File: src/rtl/pc_seq_pkg.sv
// Shared types for the next-PC sequencer: FSM states, next-PC source
// select and the default address width.
package pc_seq_pkg;

   localparam int PC_WIDTH_DEF = 16;

   typedef enum logic [1:0] {
      RUN    = 2'd0,
      HALTED = 2'd1,
      FAULT  = 2'd2
   } seq_state_e;

   typedef enum logic [2:0] {
      SEL_SEQ  = 3'd0,
      SEL_BR   = 3'd1,
      SEL_JMP  = 3'd2,
      SEL_RET  = 3'd3,
      SEL_HOLD = 3'd4
   } pc_sel_e;

endpackage

File: src/rtl/ras_stack.sv
// Return-address stack: small LIFO with a combinational top-of-stack read so
// a return can redirect the PC in the same cycle it is decoded.
module ras_stack #(
   parameter int RAS_DEPTH = 4,
   parameter int PC_WIDTH  = 16
) (
   input  logic                       clk_i,
   input  logic                       init_i,
   input  logic                       push_i,
   input  logic                       pop_i,
   input  logic [PC_WIDTH-1:0]        din_i,
   output logic [PC_WIDTH-1:0]        dout_o,
   output logic [$clog2(RAS_DEPTH):0] depth_o,
   output logic                       full_o,
   output logic                       empty_o
);

   localparam int AW = $clog2(RAS_DEPTH);
   localparam int DW = AW + 1;

   logic [PC_WIDTH-1:0] mem_q [RAS_DEPTH];
   logic [DW-1:0]       depth_q;
   logic [DW-1:0]       depth_d;
   logic [AW-1:0]       wr_idx;
   logic [AW-1:0]       rd_idx;
   logic                do_push;
   logic                do_pop;

   assign full_o  = (depth_q == DW'(RAS_DEPTH));
   assign empty_o = (depth_q == '0);

   // Guard against overflow/underflow here too, so the stack can never
   // corrupt itself even if the caller misbehaves. Push wins over pop.
   assign do_push = push_i && !full_o;
   assign do_pop  = pop_i && !empty_o && !push_i;

   // Depth is a power of two, so the low bits of the depth index the array
   // directly; at depth 0 the read index wraps, but dout is unused then.
   assign wr_idx  = depth_q[AW-1:0];
   assign rd_idx  = wr_idx - AW'(1);
   assign dout_o  = mem_q[rd_idx];
   assign depth_o = depth_q;

   // Next occupancy from the qualified push/pop requests.
   always_comb begin
      depth_d = depth_q;
      if (do_push) begin
         depth_d = depth_q + DW'(1);
      end else if (do_pop) begin
         depth_d = depth_q - DW'(1);
      end
   end

   // Occupancy register; contents are don't-care after init so only the
   // depth is cleared.
   always_ff @(posedge clk_i) begin
      if (init_i) begin
         depth_q <= '0;
      end else begin
         depth_q <= depth_d;
      end
   end

   // Entry storage: a push writes the slot just above the current top.
   always_ff @(posedge clk_i) begin
      if (do_push) begin
         mem_q[wr_idx] <= din_i;
      end
   end

endmodule

File: src/rtl/pc_sequencer.sv
// Next-PC controller: picks sequential/branch/jump/call/return targets,
// owns the return-address stack, the RUN/HALTED/FAULT machine and the
// retired-instruction counter. Target and Halt are combinational.
module pc_sequencer
   import pc_seq_pkg::*;
#(
   parameter int PC_WIDTH  = PC_WIDTH_DEF,
   parameter int RAS_DEPTH = 4
) (
   input  logic                       CLK,
   input  logic                       Init,
   input  logic [PC_WIDTH-1:0]        Count,
   input  logic                       Branch,
   input  logic [PC_WIDTH-1:0]        BrOffset,
   input  logic                       Jump,
   input  logic                       Call,
   input  logic                       Ret,
   input  logic [PC_WIDTH-1:0]        JumpAddr,
   input  logic                       HaltInstr,
   input  logic                       Stall,
   input  logic                       Resume,
   output logic [PC_WIDTH-1:0]        Target,
   output logic                       Halt,
   output logic                       Halted,
   output logic                       Fault,
   output logic [$clog2(RAS_DEPTH):0] RasDepth,
   output logic [15:0]                RetireCnt
);

   seq_state_e          state_q;
   seq_state_e          state_d;
   pc_sel_e             sel;
   logic                hold_req;
   logic                push_req;
   logic                pop_req;
   logic [PC_WIDTH-1:0] seq_pc;
   logic [PC_WIDTH-1:0] br_pc;
   logic [PC_WIDTH-1:0] ras_top;
   logic                ras_full;
   logic                ras_empty;
   logic [15:0]         retire_cnt_q;
   logic [15:0]         retire_cnt_d;

   ras_stack #(
      .RAS_DEPTH (RAS_DEPTH),
      .PC_WIDTH  (PC_WIDTH)
   ) u_ras (
      .clk_i   (CLK),
      .init_i  (Init),
      .push_i  (push_req),
      .pop_i   (pop_req),
      .din_i   (seq_pc),
      .dout_o  (ras_top),
      .depth_o (RasDepth),
      .full_o  (ras_full),
      .empty_o (ras_empty)
   );

   // Both adders wrap naturally at PC_WIDTH bits.
   assign seq_pc = Count + PC_WIDTH'(1);
   assign br_pc  = seq_pc + BrOffset;

   // State register; Init forces RUN regardless of anything else.
   always_ff @(posedge CLK) begin
      if (Init) begin
         state_q <= RUN;
      end else begin
         state_q <= state_d;
      end
   end

   // Next-state: halt instruction parks in HALTED, stack misuse is a sticky
   // FAULT, Resume is the only way out of HALTED.
   always_comb begin
      state_d = state_q;
      case (state_q)
         RUN: begin
            if (!Stall) begin
               if (HaltInstr) begin
                  state_d = HALTED;
               end else if (Ret) begin
                  if (ras_empty) state_d = FAULT;
               end else if (Call) begin
                  if (ras_full) state_d = FAULT;
               end
            end
         end
         HALTED: begin
            if (Resume) state_d = RUN;
         end
         default: state_d = FAULT;
      endcase
   end

   // Output decode: priority HaltInstr > Ret > Call > Jump > Branch > seq.
   // Any hold keeps the PC on the current instruction.
   always_comb begin
      sel      = SEL_SEQ;
      hold_req = 1'b0;
      push_req = 1'b0;
      pop_req  = 1'b0;
      if (!Init) begin
         case (state_q)
            RUN: begin
               if (Stall || HaltInstr) begin
                  sel      = SEL_HOLD;
                  hold_req = 1'b1;
               end else if (Ret) begin
                  if (ras_empty) begin
                     sel      = SEL_HOLD;
                     hold_req = 1'b1;
                  end else begin
                     sel     = SEL_RET;
                     pop_req = 1'b1;
                  end
               end else if (Call) begin
                  if (ras_full) begin
                     sel      = SEL_HOLD;
                     hold_req = 1'b1;
                  end else begin
                     sel      = SEL_JMP;
                     push_req = 1'b1;
                  end
               end else if (Jump) begin
                  sel = SEL_JMP;
               end else if (Branch) begin
                  sel = SEL_BR;
               end
            end
            HALTED: begin
               if (!Resume) begin
                  sel      = SEL_HOLD;
                  hold_req = 1'b1;
               end
            end
            default: begin
               sel      = SEL_HOLD;
               hold_req = 1'b1;
            end
         endcase
      end
   end

   // Next-PC mux driven by the decoded select.
   always_comb begin
      case (sel)
         SEL_SEQ: Target = seq_pc;
         SEL_BR:  Target = br_pc;
         SEL_JMP: Target = JumpAddr;
         SEL_RET: Target = ras_top;
         default: Target = Count;
      endcase
   end

   assign Halt   = hold_req;
   assign Halted = (state_q == HALTED);
   assign Fault  = (state_q == FAULT);

   // An instruction retires on every edge where the PC is allowed to advance.
   always_comb begin
      retire_cnt_d = retire_cnt_q;
      if (!hold_req) retire_cnt_d = retire_cnt_q + 16'd1;
   end

   // Retire counter register, cleared by Init.
   always_ff @(posedge CLK) begin
      if (Init) begin
         retire_cnt_q <= '0;
      end else begin
         retire_cnt_q <= retire_cnt_d;
      end
   end

   assign RetireCnt = retire_cnt_q;

endmodule

File: config.mk
export PLATFORM = sky130hd
export DESIGN_NAME = pc_sequencer
export DESIGN_NICKNAME = d
export VERILOG_FILES = /design/src/rtl/pc_seq_pkg.sv /design/src/rtl/ras_stack.sv /design/src/rtl/pc_sequencer.sv
export SDC_FILE = /design/constraint.sdc
export NUM_CORES = 1
export LEC_CHECK = 0
export ABC_AREA = 1
export BUFFER_PORTS_ARGS = -buffer_cell sky130_fd_sc_hd__buf_2
export CAP_MARGIN = 0
export CORE_MARGIN = 1
export CORE_UTILIZATION = 45
export CTS_CLUSTER_DIAMETER = 40
export DETAILED_ROUTE_END_ITERATION = 6
export GPL_ROUTABILITY_DRIVEN = 0
export PLACE_DENSITY = 0.69
export SYNTH_ARGS = -nofsm -noshare
export SYNTH_HDL_FRONTEND = slang
export SYNTH_SLANG_ARGS = --single-unit
File: constraint.sdc
create_clock -name CLK -period 5.3 [get_ports CLK]
set_input_delay 0.795 -clock CLK [delete_from_list [all_inputs] [get_ports CLK]]
set_output_delay 0.795 -clock CLK [all_outputs]
set_load 0.03 [all_outputs]
# [Yosys cells after proc, flatten, opt, wreduce, memory -nomap -nowiden]
# Memories as Yosys holds them, arrays and structs flattened.
# Cells that the tools add are included.
[totals] output_inout_bits=38 regBits=21 ramBits=64 wordCells=75 in_bits=57 mem_count=1
[memory_table] name="u_ras.mem_q" depth=4 width=16 read_ports=1 rd_ports_with_merged_regs=0 wr=1 line_no="ras_stack.sv:21" text="logic [PC_WIDTH-1:0] mem_q [RAS_DEPTH];"
[op_classes] n_eq_ne=11 n_mux=42 add_sub_neg=6 n_reduce_logical=12
[op_table] operator="$pmux W16 S4" n=1
[op_table] operator="$add A16 B1 Y16 const B" n=2
[op_table] operator="$mux W3" n=9
[op_table] operator="$mux W1" n=21
[op_table] operator="$add A16 B16 Y16" n=1
[op_table] operator="$mux W2" n=8
[op_table] operator="$ne A4 B3 Y1 const B" n=2
[op_table] operator="$eq A3 B2 Y1 const B" n=2
[op_table] operator="$logic_not A3 Y1" n=2
[op_table] operator="$pmux W3 S2" n=1
[op_table] operator="$reduce_and A5 Y1" n=1
[op_table] operator="$ne A2 B2 Y1 const B" n=2
[op_table] operator="$ne A4 B4 Y1 const B" n=1
[op_table] operator="$pmux W2 S2" n=1
[op_table] operator="$add A3 B1 Y3 const B" n=1
[op_table] operator="$eq A3 B1 Y1 const B" n=1
[op_table] operator="$eq A3 B3 Y1 const B" n=1
[op_table] operator="$logic_and A1 B1 Y1" n=3
[op_table] operator="$logic_not A1 Y1" n=3
[op_table] operator="$sub A3 B1 Y3 const B" n=1
[op_table] operator="$eq A2 B1 Y1 const B" n=1
[op_table] operator="$eq A2 B2 Y1 const B" n=1
[op_table] operator="$logic_not A2 Y1" n=1
[op_table] operator="$pmux W1 S2" n=1
[op_table] operator="3 further kinds" n=3

# [Depth between registers and ports, before layout]
[depth] word_depth=11 ltp_mapped=18 ltp_nobuf=18

# [Cells and area by module]
# Synthesis repeated with hierarchy kept, for this count alone.
[unflattened] cells_unflattened=709 hier_area_um2=5559.1
[modules_own_cells] mod="pc_sequencer" instances=1 area_each_um2=2940.3 cells_per_inst=512 seq_area_each_um2=360.3
[modules_own_cells] mod="ras_stack" instances=1 area_each_um2=2618.8 cells_per_inst=197 seq_area_each_um2=1981.9

# [Worst setup path before layout]
# No wires, ideal clock.
[synth_timing] kind="input to output" from="in Count[0]" to="out Target[7]" path_buffers=0 cell_stages=12 t_arrival_ns=2.872 required_ns=4.505 setup_slack_ns=1.633 cell_sequence="ha_1 nand2_1 nor3_1 xor2_1 ha_1 nand2_1 inv_1 a21oi_1 nand2_1 or2_2 nand3_1 nand4_1"
[synth_between] elab_chain_len=3
[synth_rtl] element="from (decl)" line_no="pc_sequencer.sv:12" text="input logic [PC_WIDTH-1:0] Count,"
[synth_rtl] element="$add A16 B1 Y16" line_no="pc_sequencer.sv:60" text="assign seq_pc = Count + PC_WIDTH'(1);"
[synth_rtl] element="named net seq_pc[6]" line_no="pc_sequencer.sv:36" text="logic [PC_WIDTH-1:0] seq_pc;"
[synth_rtl] element="$add A16 B16 Y16" line_no="pc_sequencer.sv:61" text="assign br_pc = seq_pc + BrOffset;"
[synth_rtl] element="$pmux W16 S4" line_no="pc_sequencer.sv:146" text="case (sel)"
[synth_rtl] element="to (decl)" line_no="pc_sequencer.sv:22" text="output logic [PC_WIDTH-1:0] Target,"
# The timed path passes the listed nets, and every way through them passes these cells.

# [Final worst setup path]
[layout_timing] from="in Count[0]" to="out Target[13]"
# The elaborated chain is that of the path after synthesis.

==> results by group <==
Outcome
  – Status: complete, but fails checks
  – Violated checks: design-rule violations

CTS
  – CTS tree: built
  – Setup bufs post-CTS: 0
  – CTS max path bufs: 2
  – Skew-Pair Late Insertion Delay: 0.34 ns
  – CTS H-tree depth: 3
  – CTS root buf: clkbuf_16
  – # resized after CTS: 0
  – Hold_buf cts: 0
  – Num CTS Buffers: 9
  – Reg clk slew, reported paths: 0.06 ns
  – CTS Sinks: 85

Synth
  – Syn avg cell area: 7.65 um2
  – Yosys top cell area share: 35.2%
  – Netlist Area Pre-Place: 5460 um2
  – Synth warn: 0
  – Mapped Nets: 795
  – Number of distinct library cells after synthesis: 36
  – Area leader, netlist: edfxtp_1
  – Synth Flop Type: edfxtp_1
  – Register bit count reported by yosys: 85
  – Post-synth EDFFs: 64
  – Seq/Total Area, Yosys: 42.9%
  – Synth top area cells: edfxtp_1 (35%), nand2_1 (13%), dfxtp_1 (7.7%)
  – Cells after synthesis: 713
  – Share of synthesized registers carrying an async set or reset: 0%

Setup path
  – Worst-path fanout max: 7
  – Worst R2R Setup Slack: 2.28 ns
  – R2R Path Start: u_ras.depth_o[0]$_SDFFE_PP0P_
  – CP required: 4.51 ns
  – Startpoint Class: input port
  – Reg-to-Reg End: u_ras.mem_q[2][12]$_DFFE_PP_
  – Crit. End Element: primary output
  – CP Class: input port to primary output
  – Cells on worst reg2reg path: 8
  – Data arrival time of the worst path: 3.61 ns

Die
  – Die H: 112 um
  – Die Footprint: 12600 um2
  – Initial Util: 47.0%
  – Die Width: 112 um
  – I/O Pins: 95
  – Core outline area: 11600 um2
  – Rows: 39

STA
  – F_max: 0.227 GHz
  – Clk_skew: 0.00743 ns
  – Hold Violations, Final: 0
  – Min cycle time layout: 4.40 ns
  – Max-Slew Margin vs Limit: 36.3%
  – Tcrit/Tclk final: 83.0%
  – RSZ-0062 raised after global routing: false
  – Least-Margin Pin Slew: 0.955 ns
  – Setup TNS: 0 ns
  – Final setup vio count: 0
  – Pins Over Slew Limit: 0

Global route
  – Largest net degree at the start of global routing: 38
  – Vias in the first global route: 4716
  – First-pass GRT wire length: 22500 um
  – Grt total ovfl: 0
  – Initial antenna violation count: 0
  – Gr usage total: 23.0%

Placement
  – Number of port buffers: 94
  – Dpl hpwl: 10700 um
  – Area after DPL: 6050 um2

Worst hold path
  – Worst hold-check path type: flop to flop
  – Hold depth: 2
  – Hold Crit Start: RetireCnt[13]$_SDFFE_PP0N_
  – Hold Path End: RetireCnt[13]$_SDFFE_PP0N_

Power and ir drop
  – Power Total: 1.73 mW
  – P_leak: 2.83 nW
  – Cell Pwr Density: 271 nW/um2
  – Max VDD drop: 0.228 mV

Finish
  – Design Area, Final: 6360 um2
  – # diodes: 0
  – Share of layout cells above drive strength 1: 17.3%
  – Area Growth Syn to Fin: 16.6%
  – Layout net count: 886

Drt
  – Initial DRT Pass Iterations: 7
  – Overall routed net length: 14200 um
  – WL per Instance: 15.0 um
  – Total number of vias: 5042
  – Via density per instance: 5.30
  – Drt drc: 2
  – Number of DRC markers in iteration 0: 355
  – Routed Antenna Nets: 0

Job
  – Max Cap Viol: 0
## worst max-delay path by stage
stage | startpoint | endpoint
detailed placement | Count[0] | Target[13]
finish | Count[0] | Target[13]
global route | Count[0] | Target[13]
global placement | Count[0] | Target[13]
floorplan | Count[0] | Target[7]
CTS | u_ras.depth_o[0]$_SDFFE_PP0P_ | Target[9]
## synth_stat cells (3+ instances only)
master    number
a21oi_1       48
clkbuf_1      11
dfxtp_1       21
edfxtp_1      64
ha_1          23
inv_1         90
inv_2          6
nand2_1      182
nand2_2        6
nand3_1       40
nand3b_1       6
nand4_1       18
nor2_1        84
nor2_4         3
nor3_1        17
o21ai_0       36
o22ai_1       12
or2_2          3
xnor2_1        4
xor2_1        18
## cell usage in the layout (no fill, tap or decap), types with 6 or more instances in the layout
cell / instances
a21oi_1: 48
buf_2: 94
clkbuf_16: 9
dfxtp_1: 21
edfxtp_1: 64
ha_1: 23
inv_1: 90
inv_2: 6
nand2_1: 182
nand2_2: 6
nand3_1: 40
nand3b_1: 6
nand4_1: 18
nor2_1: 80
nor3_1: 17
o21ai_0: 36
o22ai_1: 12
xor2_1: 18
## report_power, final
part	switching (mW)	leakage, nW	internal (mW)
logic	0.235	1.93	0.110
registers	0.00432	0.745	0.722
clock network	0.277	0.155	0.377
total	0.516	2.83	1.21
## critical path, stage by stage
cell	delay, ns
buf_2	0.10
inv_1	0.11
nor2_2	0.25
nand2_2	0.13
nor2_1	0.23
xor2_1	0.60
ha_1	0.40
nand2_1	0.13
nor2_1	0.07
a21oi_1	0.22
nand2_1	0.08
nand2_1	0.06
nand3_1	0.10
nand4_1	0.11
buf_2	0.22
## per-layer routing
metal	wire, um	global-route usage [%]	share of wire [%]
met2	6730	38.8	47
met1	6360	30.0	45
met5	0	0	0
met4	331	8.71	2.3
met3	832	3.40	5.8
## per-stage QoR
step                      utilization (%)  setup WS (ns)  hold WS [ns]  cells
after global routing                 54.8          0.691         0.524    952
after detailed placement             52.1          0.985         0.485    936
final                                54.8          0.898         0.492    952
after global placement               52.1           1.06         0.469    936
after floorplan                         -           1.63         0.498    713
after CTS                            54.8          0.942         0.494    952
## cell families after synthesis
logic type	after synthesis	share of synthesized area, %
AOI/OAI and AO/OA	103	9.95
and+or+nand+nor	366	29.4
DFF	85	42.9
xor gates and xnor gates	22	3.53
buffers and inverters	112	8.14
adders and majority gates	25	6.01
## state kept, by name, summed over array words and instances, names as in the netlist
| name | cells |
|---|---|
| RetireCnt | 16 |
| state_q | 2 |
| u_ras.depth_o | 3 |
| u_ras.mem_q | 64 |
## cell type report
| class | count | area (um2) |
|---|---|---|
| multi-input cells | 516 | 2680 |
| flip-flops and latches | 85 | 2340 |
| clock buffers | 9 | 225 |
| well taps | 143 | 179 |
| clock inverters | 7 | 87.6 |
| inverters | 96 | 360 |
| fillers | 1072 | 5260 |
| repair buffers | 96 | 485 |
(Power assumes the default switching activity.)
